$ cat src/rtl/n_serial_subtractor_pkg.sv
// Shared constants and state encodings for the serial subtractor family.
// The width default is shared with n_ripple_adder and its bench.
package n_serial_subtractor_pkg;

  localparam int unsigned N_DEFAULT = 5;

  typedef enum logic [1:0] {
    ST_IDLE  = 2'd0,
    ST_SHIFT = 2'd1,
    ST_DONE  = 2'd2
  } state_t;

endpackage

$ cat src/rtl/n_serial_subtractor_full_subtractor.sv
// One-bit full-subtractor cell: d = x - y - b_i, with borrow-out b_o.
module full_subtractor (
  output logic d,
  output logic b_o,
  input  logic x,
  input  logic y,
  input  logic b_i
);

  assign d   = x ^ y ^ b_i;
  assign b_o = (~x & y) | (~(x ^ y) & b_i);

endmodule

$ cat src/rtl/n_serial_subtractor.sv
// Bit-serial N-bit subtractor: diff = a - b - b_in, LSB first, one bit per clock,
// with a start/busy/done handshake.
module n_serial_subtractor
  import n_serial_subtractor_pkg::*;
#(
  parameter int unsigned N  = N_DEFAULT,
  parameter int unsigned CW = 3
) (
  input  logic         clk,
  input  logic         rst,
  input  logic         start,
  input  logic [N-1:0] a,
  input  logic [N-1:0] b,
  input  logic         b_in,
  output logic [N-1:0] diff,
  output logic         b_out,
  output logic         busy,
  output logic         done
);

  state_t        r_state;
  state_t        w_next_state;
  logic [N-1:0]  r_a_sr;
  logic [N-1:0]  r_b_sr;
  logic [N-1:0]  r_res_sr;
  logic          r_br;
  logic [CW-1:0] r_cnt;
  logic [N-1:0]  r_diff;
  logic          r_b_out;
  logic          w_d;
  logic          w_b_o;
  logic          w_last;

  full_subtractor u_cell (
    .d   (w_d),
    .b_o (w_b_o),
    .x   (r_a_sr[0]),
    .y   (r_b_sr[0]),
    .b_i (r_br)
  );

  assign w_last = (r_cnt == CW'(N - 1));

  // State register
  always_ff @(posedge clk) begin
    if (rst) begin
      r_state <= ST_IDLE;
    end else begin
      r_state <= w_next_state;
    end
  end

  // Next-state logic; the unused code 3 falls back to IDLE
  always_comb begin
    w_next_state = ST_IDLE;
    case (r_state)
      ST_IDLE:  w_next_state = start ? ST_SHIFT : ST_IDLE;
      ST_SHIFT: w_next_state = w_last ? ST_DONE : ST_SHIFT;
      ST_DONE:  w_next_state = ST_IDLE;
      default:  w_next_state = ST_IDLE;
    endcase
  end

  // Operand capture, bit stepping and result load
  always_ff @(posedge clk) begin
    if (rst) begin
      r_a_sr   <= '0;
      r_b_sr   <= '0;
      r_res_sr <= '0;
      r_br     <= 1'b0;
      r_cnt    <= '0;
      r_diff   <= '0;
      r_b_out  <= 1'b0;
    end else begin
      case (r_state)
        ST_IDLE: begin
          if (start) begin
            r_a_sr   <= a;
            r_b_sr   <= b;
            r_br     <= b_in;
            r_cnt    <= '0;
            r_res_sr <= '0;
          end
        end
        ST_SHIFT: begin
          r_a_sr   <= r_a_sr >> 1;
          r_b_sr   <= r_b_sr >> 1;
          r_res_sr <= {w_d, r_res_sr[N-1:1]};
          r_br     <= w_b_o;
          r_cnt    <= r_cnt + CW'(1);
          if (w_last) begin
            r_diff  <= {w_d, r_res_sr[N-1:1]};
            r_b_out <= w_b_o;
          end
        end
        default: ;
      endcase
    end
  end

  assign diff  = r_diff;
  assign b_out = r_b_out;
  assign busy  = (r_state == ST_SHIFT);
  assign done  = (r_state == ST_DONE);

endmodule

$ cat config.mk
export PLATFORM = sky130hd
export DESIGN_NAME = n_serial_subtractor
export DESIGN_NICKNAME = d
export VERILOG_FILES = /design/src/rtl/n_serial_subtractor_pkg.sv /design/src/rtl/n_serial_subtractor_full_subtractor.sv /design/src/rtl/n_serial_subtractor.sv
export SDC_FILE = /design/constraint.sdc
export NUM_CORES = 1
export LEC_CHECK = 0
export ABC_AREA = 1
export BUFFER_PORTS_ARGS = -buffer_cell sky130_fd_sc_hd__buf_4
export CAP_MARGIN = 40
export CELL_PAD_IN_SITES_DETAIL_PLACEMENT = 0
export CELL_PAD_IN_SITES_GLOBAL_PLACEMENT = 1
export CORE_UTILIZATION = 41
export CTS_CLUSTER_DIAMETER = 80
export DETAILED_ROUTE_END_ITERATION = 6
export GPL_TIMING_DRIVEN = 1
export PLACE_DENSITY_LB_ADDON = 0.1
export SLEW_MARGIN = 15
export SYNTH_ARGS = -nofsm -noshare
export SYNTH_HDL_FRONTEND = slang
export SYNTH_SLANG_ARGS = --single-unit
$ cat constraint.sdc
create_clock -name clk -period 2.7 [get_ports clk]
set_input_delay 0.405 -clock clk [delete_from_list [all_inputs] [get_ports clk]]
set_output_delay 0.405 -clock clk [all_outputs]
set_load 0.02 [all_outputs]
Word level (Yosys, flattened, before mapping)
Index checks and enable logic that the tools add are counted. W data, S select, Z words.

Flip-flop bits (word level): 27. Bits in latches: 0. RAM bits: 0. Memory bits (read-only): 0. Bits of input ports: 14. Output and inout bits: 8. Word-level logic and storage cells: 37. Memories: 0.

Add/subtract/negate cells: 1. Multipliers: 0. Div/mod/pow operators: 0. $lt $le $gt $ge: 0. Eq/ne operators: 4. Shifts and indexed selects: 0. Multiplexer cells: 13. Bitwise gates (word level): 7. Reduce and logical (&&, ||, !) cells: 4.

Operators with widths (number): $pmux W5 S2 (3); $mux W5 (3); $pmux W3 S2 (1); $pmux W2 S2 (1); $reduce_and A2 Y1 (2); $add A3 B1 Y3 const B (1); $eq A3 B3 Y1 const B (1); $mux W3 (1); $and A1 B1 Y1 (2); $eq A2 B1 Y1 const B (1); $eq A2 B2 Y1 const B (1); $logic_not A2 Y1 (1); $mux W1 (2); $mux W2 (1); $ne A2 B2 Y1 const B (1); $not A1 Y1 (2); $pmux W1 S2 (1); $reduce_bool A2 Y1 (1); $xor A1 B1 Y1 (2); $or A1 B1 Y1 (1).

Logic depth before layout (Yosys ltp)
Gate-level depths: netlist of the first run.

Word-level depth: 5. Mapped depth: 7. Mapped depth without buffers: 7.

By module
Synthesis of the first run repeated with hierarchy kept, for this count alone.

Cells, all modules: 180. Area total of the unflattened synthesis: 1228.7 µm².

By module, submodules not included: n_serial_subtractor (instances 1, cells an instance 176, area an instance 1197.4 µm², sequential area each 520.5 µm²); full_subtractor (instances 1, cells an instance 4, area an instance 31.3 µm², sequential area each 0.0 µm²).

Worst setup path before layout of the first run
Ideal clock, no wire load.

Path kind: flip-flop to output port. From: register r_state[0]. To: output port busy. Arrival time: 0.762 ns. Data required time: 2.295 ns. Path slack: 1.533 ns. Stages on the path, launching flop included: 4. Buffers on the path: 1. Cell sequence: dfxtp_1 > inv_1 > nor2_4 > buf_6.

Cells in the longest elaborated chain, start to end: 1.

RTL lines: start: declaration (RTL line n_serial_subtractor.sv:21) `state_t r_state;`; start signal: assignment (RTL line n_serial_subtractor.sv:49) `r_state <= w_next_state;`; $eq A2 B1 Y1 (RTL line n_serial_subtractor.sv:103) `assign busy = (r_state == ST_SHIFT);`; end: declaration (RTL line n_serial_subtractor.sv:17) `output logic busy,`.

No other way between the ends.

Final worst setup path of the first run
Ends and elaborated chain as after synthesis.

==> impl_metrics.csv, run 1 <==
group,metric,value,unit
cts,cts-buffers-inserted,3,
place,dp_cells,216,
drt,dr.pass1.iters,4,
power_and_ir_drop,switching_share,0.248,
drt,drc,0,
die,initial_core_util,0.432,
place,port_buffers,21,
setup_path,cp_slowest_cell,"dfxtp_1",
drt,ant_nets,0,
finish,drive_above_1_share,0.159,
global_routing,grt_use_total,0.172,
setup_path,reg2reg_to,"b_out",
drt,vias,1027,
cts,cts_sinks,26,
cts,cts_setup_buffers,0,
run,max_cap_violations,0,
synth,postSynthAreaPerCell,6.99,µm²
hold_path,hold_end,"r_res_sr[4]",
synth,syn_nets,186,
synth,ys_ff_latch,26,
run_status,status,"finished clean",
global_routing,grt_max_degree,27,
setup_path,r2r_slack,1.34,ns
die,die_w,55.7,µm
timing,skew,0.0119,ns
synth,synth_cell_types,18,
power_and_ir_drop,ir_worst_vdd,0.333,mV
cts,cts_max_level,1,
cts,clk_path_buf_depth,2,
timing,relSlewSlack,0.657,
power_and_ir_drop,power.density,569,nW/µm²
die,die_h,55.7,µm
place,hpwl,1.58,mm
die,rows,19,
setup_path,crit_chain,"inv_1, nor2_4, buf_4",
setup_path,crit_arrival,1.36,ns
timing,post-route-min-period,1.77,ns
cts,cts_tree,"done",
finish,fin_cells,220,
setup_path,required,2.30,ns
cts,clock_latency,0.32,ns
setup_path,rr_worst_depth,6,
hold_path,hold_depth,2,
setup_path,cp-end-kind,"primary output",
synth,ys_seq_area_frac,0.441,
finish,antenna_cells,0,
global_routing,grt_overflow_total,0,
global_routing,grt_pass1_vias,1020,
synth,yosys_warnings,0,
cts,ctsHoldBuffers,0,
die,core,2730,µm²
setup_path,critPathLaunchType,"flop",
setup_path,path_class,"reg2out",
drt,wl_per_cell,10.5,µm
global_routing,antenna_found_initial,0,
timing,setup_violations,0,
place,place_congestion,0.757,
power_and_ir_drop,p_clk_frac,0.337,
hold_path,hp-class,"in2reg",
timing,timing.final.crit_share,0.655,
setup_path,path_max_fanout,14,
drt,postRouteWirelength,2.32,mm
finish,area_growth,18.2,%
synth,syn-cell-area,1180,µm²
hold_path,min_from,"rst",
power_and_ir_drop,p_leak,0.674,nW
die,boundaryPins,22,
synth,syn_inst,169,
global_routing,grt_pass1_wl,4.28,mm
power_and_ir_drop,pwr-share-comb,0.145,
timing,fmax,0.565,GHz
setup_path,cpPeakStageDelay,0.44,ns
timing,rsz0062_at_grt,"false",
cts,root_buffer,"clkbuf_4",
power_and_ir_drop,p_seq_frac,0.519,
die,design.die.area,3100,µm²
cts,clk_pin_slew,0.15,ns
power_and_ir_drop,internal_power,0.000598,W
setup_path,reg2reg_from,"r_state[0]",
timing,hold_viol,0,
drt,viasPerCell,4.67,
cts,ctsResizeCount,0,
power_and_ir_drop,p_switching,0.000197,W
finish,fin_nets,207,
timing,slew_viol_final,0,
drt,drt_iter0_drc,35,
timing,worst_pin_slew,0.514,ns
timing,tns,0,ns
[worst max-delay path by stage]
| stage | to | from | slack, ns |
|---|---|---|---|
| 5_1_grt | busy | r_state[0] | 0.82 |
| 6_report | busy | r_state[0] | 0.93 |
| 3_3_place_gp | busy | r_state[0] | 1.34 |
| 3_5_place_dp | busy | r_state[0] | 1.31 |
| 4_1_cts | busy | r_state[0] | 0.92 |
| 2_1_floorplan | busy | r_state[0] | 1.53 |
[cells in the final DEF, fill, tap and decap left out, types with 2 or more instances in the layout]
master,Yosys,layout
nand2_1,60,60
nor2_4,2,2
clkbuf_4,0,3
ha_1,2,2
nor2_1,24,24
nand3_1,6,6
dfxtp_1,26,26
inv_1,20,20
a21oi_1,9,9
o21ai_0,8,8
buf_4,3,22
[critical path, delay by kind of cell, from the launching register on]
family	cells	cell delay, ns
buf+inv	2	0.30
flops	1	0.44
simple gates	1	0.30
[Yosys cell counts (all sizes together)]
cell	instances	area (µm²)
nor3	1	5.00
nor2	26	113
nand3	7	47.6
nand2	60	225
a21oi	9	45.0
dfxtp	26	521
ha	2	25.0
nand4	1	6.26
xor2	1	8.76
buf	4	33.8
inv	20	75.1
o21ai	9	48.8
clkbuf	2	7.51
fa	1	20.0
[registers in the layout, summed over array words and instances (netlist names)]
register,cells
r_br,1
r_b_sr,5
r_a_sr,5
r_res_sr,4
r_state,2
r_cnt,3
b_out,1
diff,5
[power by group through the flow]
stage	sequential, W	clock (W)	combinational (W)
floorplan	0.000419	0	0.0000858
global placement	0.000420	0	0.000114
detailed placement	0.000421	0	0.000116
CTS	0.000412	0.000276	0.000117
global route	0.000415	0.000293	0.000134
finish	0.000412	0.000268	0.000115
[area by class of cell]
cell class / count / area, µm²
Clock buffer: 3 / 22.5
Clock inverter: 1 / 30.0
Fill cell: 280 / 1340
Inverter: 20 / 75.1
Multi-Input combinational cell: 117 / 544
Sequential cell: 26 / 520
Tap cell: 31 / 38.8
Timing Repair Buffer: 22 / 165
[per-stage QoR]
step           hold slack [ns]  total power, W  utilization  instance area (µm²)  worst slack [ns]
2_1_floorplan            0.438        0.000504            -                 1180              1.53
3_3_place_gp             0.453        0.000534        0.492                 1340              1.34
3_5_place_dp             0.458        0.000537        0.492                 1340              1.31
4_1_cts                  0.325        0.000805        0.511                 1400             0.919
5_1_grt                  0.319        0.000842        0.511                 1400             0.824
6_report                 0.333        0.000795        0.511                 1400             0.930
[kinds of logic (layout without fill, tap and decap cells)]
group           Yosys count  count (layout)  synth area share
flops                    26              26             0.441
fa+ha+maj                 3               3            0.0381
xor+xnor                  1               1           0.00742
buf+inv                  26              46            0.0985
compound gates           18              18            0.0794
simple gates             95              95             0.336
[metal layers]
layer  wire (µm)  up-vias  GRT usage
met4          18        0     0.0750
met3          74        2     0.0209
met2        1120       14      0.301
met1        1110      459      0.212
li1            -      552          -
met5           0        -          0
No activity file was read; power rests on OpenSTA's default activity.
==> run 2: changes to the inputs <==
--- a/config.mk
+++ b/config.mk
@@ -5,12 +5,12 @@
 export SDC_FILE = /design/constraint.sdc
 export NUM_CORES = 1
 export LEC_CHECK = 0
-export ABC_AREA = 1
+export ABC_AREA = 0
 export BUFFER_PORTS_ARGS = -buffer_cell sky130_fd_sc_hd__buf_4
 export CAP_MARGIN = 40
 export CELL_PAD_IN_SITES_DETAIL_PLACEMENT = 0
 export CELL_PAD_IN_SITES_GLOBAL_PLACEMENT = 1
-export CORE_UTILIZATION = 41
+export CORE_UTILIZATION = 37
 export CTS_CLUSTER_DIAMETER = 80
 export DETAILED_ROUTE_END_ITERATION = 6
 export GPL_TIMING_DRIVEN = 1
==> constraint.sdc (replaced) <==
create_clock -name clk -period 1.5 [get_ports clk]
set_input_delay 0.225 -clock clk [delete_from_list [all_inputs] [get_ports clk]]
set_output_delay 0.225 -clock clk [all_outputs]
set_load 0.02 [all_outputs]
==> run 2 against run 1 <==
  * Setup slack worse by 0.80 ns
  * Combinational power is 79% higher
  * Clock skew is 0.0062 ns lower
  * Register-to-register slack worse by 1.2 ns
  * Global-route usage is 3.5 points lower
  * Routed wire length is 12% lower
  * Clock-buffer cell count is 1 higher
  * Via count is 18% lower
  * Flip-flop and latch count stayed put
  * Synthesized area is 1.3% lower
  * Cell area is 1.3% higher
  * Largest cell class unchanged
==> impl_metrics.csv, run 2 <==
group,metric,value,unit
power_and_ir_drop,p_switching,0.000322,W
die,die_w,58.1,µm
finish,final_cell_mix,"buf_4, dfxtp_1, nor2_1",
synth,synth_most_common_cell,"dfxtp_1",
setup_path,cp-end-kind,"primary output",
cts,cts-buffers-inserted,3,
global_routing,antenna_found_initial,0,
drt,dr.pass1.iters,3,
power_and_ir_drop,ir_worst_vdd,0.378,mV
drt,ant_nets,0,
place,port_buffers,21,
setup_path,reg2reg_to,"r_br",
hold_path,hp-class,"in2reg",
cts,clk_path_buf_depth,2,
hold_path,hold_depth,3,
timing,skew,0.00567,ns
setup_path,required,1.27,ns
finish,fin_nets,154,
drt,wl_per_cell,11.3,µm
finish,fillerInstances,307,
synth,synth_top_area_share,0.446,
timing,timing.final.crit_share,0.915,
global_routing,grt_pass1_vias,840,
power_and_ir_drop,p_clk_frac,0.266,
finish,area_growth,21.4,%
die,rows,20,
finish,utilization,0.467,
drt,viasPerCell,4.67,
timing,relSlewSlack,0.696,
drt,drc,0,
power_and_ir_drop,pwr-share-comb,0.159,
global_routing,grt_pass1_wl,3.55,mm
synth,yosys_warnings,0,
setup_path,critPathLaunchType,"flop",
hold_path,hold_end,"r_b_sr[4]",
cts,root_buffer,"clkbuf_4",
setup_path,rr_worst_depth,4,
synth,ys_ff_latch,26,
setup_path,r2r_slack,0.18,ns
global_routing,grt_max_degree,27,
synth,synth_edf_count,0,
synth,ys_seq_area_frac,0.446,
timing,rsz0062_at_grt,"false",
drt,drt_iter0_drc,15,
synth,synth_ff_type,"dfxtp_1",
hold_path,min_from,"b[4]",
power_and_ir_drop,p_leak,0.615,nW
timing,fmax,0.728,GHz
power_and_ir_drop,internal_power,0.000976,W
cts,cts_sinks,26,
setup_path,crit_arrival,1.15,ns
timing,worst_pin_slew,0.455,ns
die,initial_core_util,0.385,
setup_path,reg2reg_from,"r_state[0]",
timing,hold_viol,0,
synth,syn_nets,128,
finish,antenna_cells,0,
synth,async_reset_ff_frac,0,
timing,setup_violations,0,
synth,synthTopCellsByArea,"dfxtp_1, mux2i_1, a211oi_2",
cts,ctsHoldBuffers,0,
global_routing,grt_use_total,0.137,
cts,clk_pin_slew,0.14,ns
cts,cts_max_level,1,
finish,drive_above_1_share,0.360,
synth,syn_inst,111,
timing,tns,0,ns
setup_path,path_class,"reg2out",
place,place_congestion,0.641,
timing,post-route-min-period,1.37,ns
synth,syn-cell-area,1170,µm²
die,boundaryPins,22,
synth,synth_top_area_cell,"dfxtp_1",
cts,clock_latency,0.31,ns
place,hpwl,1.46,mm
power_and_ir_drop,power.density,917,nW/µm²
cts,cts_tree,"done",
setup_path,path_max_fanout,7,
die,core,3030,µm²
drt,vias,840,
run,max_cap_violations,0,
die,design.die.area,3380,µm²
synth,ys_top_cells_by_count,"dfxtp_1, nor2_1, mux2i_1",
timing,slew_viol_final,0,
power_and_ir_drop,switching_share,0.248,
die,die_h,58.1,µm
run_status,status,"finished clean",
synth,synth_cell_types,28,
finish,final_common_cell,"buf_4",
global_routing,grt_overflow_total,0,
power_and_ir_drop,p_seq_frac,0.575,
synth,postSynthAreaPerCell,10.5,µm²
drt,postRouteWirelength,2.03,mm
[run 2: cell types whose count changed after synthesis, sizes merged, moves of 2 or more]
cell,change
a211oi,+10
a22oi,+7
nand2,-57
nor2,-3
inv,-16
buf,+3
mux2i,+13
o21ai,-9
nor2b,+2
a21oi,-7
nand3,-6
[run 2: layer usage]
metal	GRT usage	part of all wire	wire, µm
met5	0	0	0
met4	0.0612	0.0089	18
met2	0.238	0.48	977
met1	0.167	0.48	967
met3	0.0223	0.034	69
[run 2: power groups by stage]
| stage | Sequential (W) | Combinational (W) | Clock, W |
|---|---|---|---|
| 2_1_floorplan | 0.000755 | 0.000154 | 0 |
| 3_3_place_gp | 0.000764 | 0.000195 | 0 |
| 3_5_place_dp | 0.000765 | 0.000199 | 0 |
| 4_1_cts | 0.000750 | 0.000200 | 0.000366 |
| 5_1_grt | 0.000751 | 0.000230 | 0.000395 |
| 6_report | 0.000746 | 0.000206 | 0.000345 |
[run 2: cell families after synthesis]
family                   Yosys count  synth area share
adder cells (fa/ha/maj)            3            0.0386
buffers and inverters             12            0.0687
AND/OR/NAND/NOR                   34             0.147
flip-flops                        26             0.446
AO/OA/AOI/OAI                     23             0.188
multiplexers                      13             0.112
[run 2: repair_timing]
action / 4_1_cts / 5_1_grt
setup endpoints to repair: 2 / 2
resized for setup: 1 / 2
setup buffers: 0 / 3
[run 2: metrics by stage]
| stage | setup WS (ns) | total power [W] | instances | hold WS, ns | cell area, µm² |
|---|---|---|---|---|---|
| final | 0.127 | 0.00130 | 180 | 0.143 | 1420 |
| after global routing | 0.0447 | 0.00138 | 180 | 0.144 | 1420 |
| after CTS | 0.0135 | 0.00132 | 177 | 0.127 | 1390 |
| after detailed placement | 0.139 | 0.000964 | 173 | 0.455 | 1350 |
| after global placement | 0.184 | 0.000959 | 173 | 0.454 | 1350 |
| after floorplan | 0.265 | 0.000909 | 111 | 0.373 | 1170 |
[run 2: cell type report]
cell class / count / area (µm²) / share of cell area
Clock buffer: 4 / 36.3 / 0.0256
Inverter: 4 / 15.0 / 0.0106
Multi-Input combinational cell: 73 / 566 / 0.400
Sequential cell: 26 / 526 / 0.371
Tap cell: 44 / 55.1 / 0.0389
Timing Repair Buffer: 29 / 218 / 0.154
[run 2: worst max-delay path by stage]
stage	to	start
final	busy	r_state[0]
after global routing	busy	r_state[0]
after CTS	busy	r_state[0]
after detailed placement	r_a_sr[0]	r_state[0]
after global placement	r_b_sr[0]	r_state[0]
after floorplan	b_out	r_b_sr[0]
[run 2: worst max-delay path, cell delays in order (launching register included)]
cell and delay [ns]:
dfxtp_4 0.40, nor2b_1 0.14, buf_4 0.16, buf_4 0.14
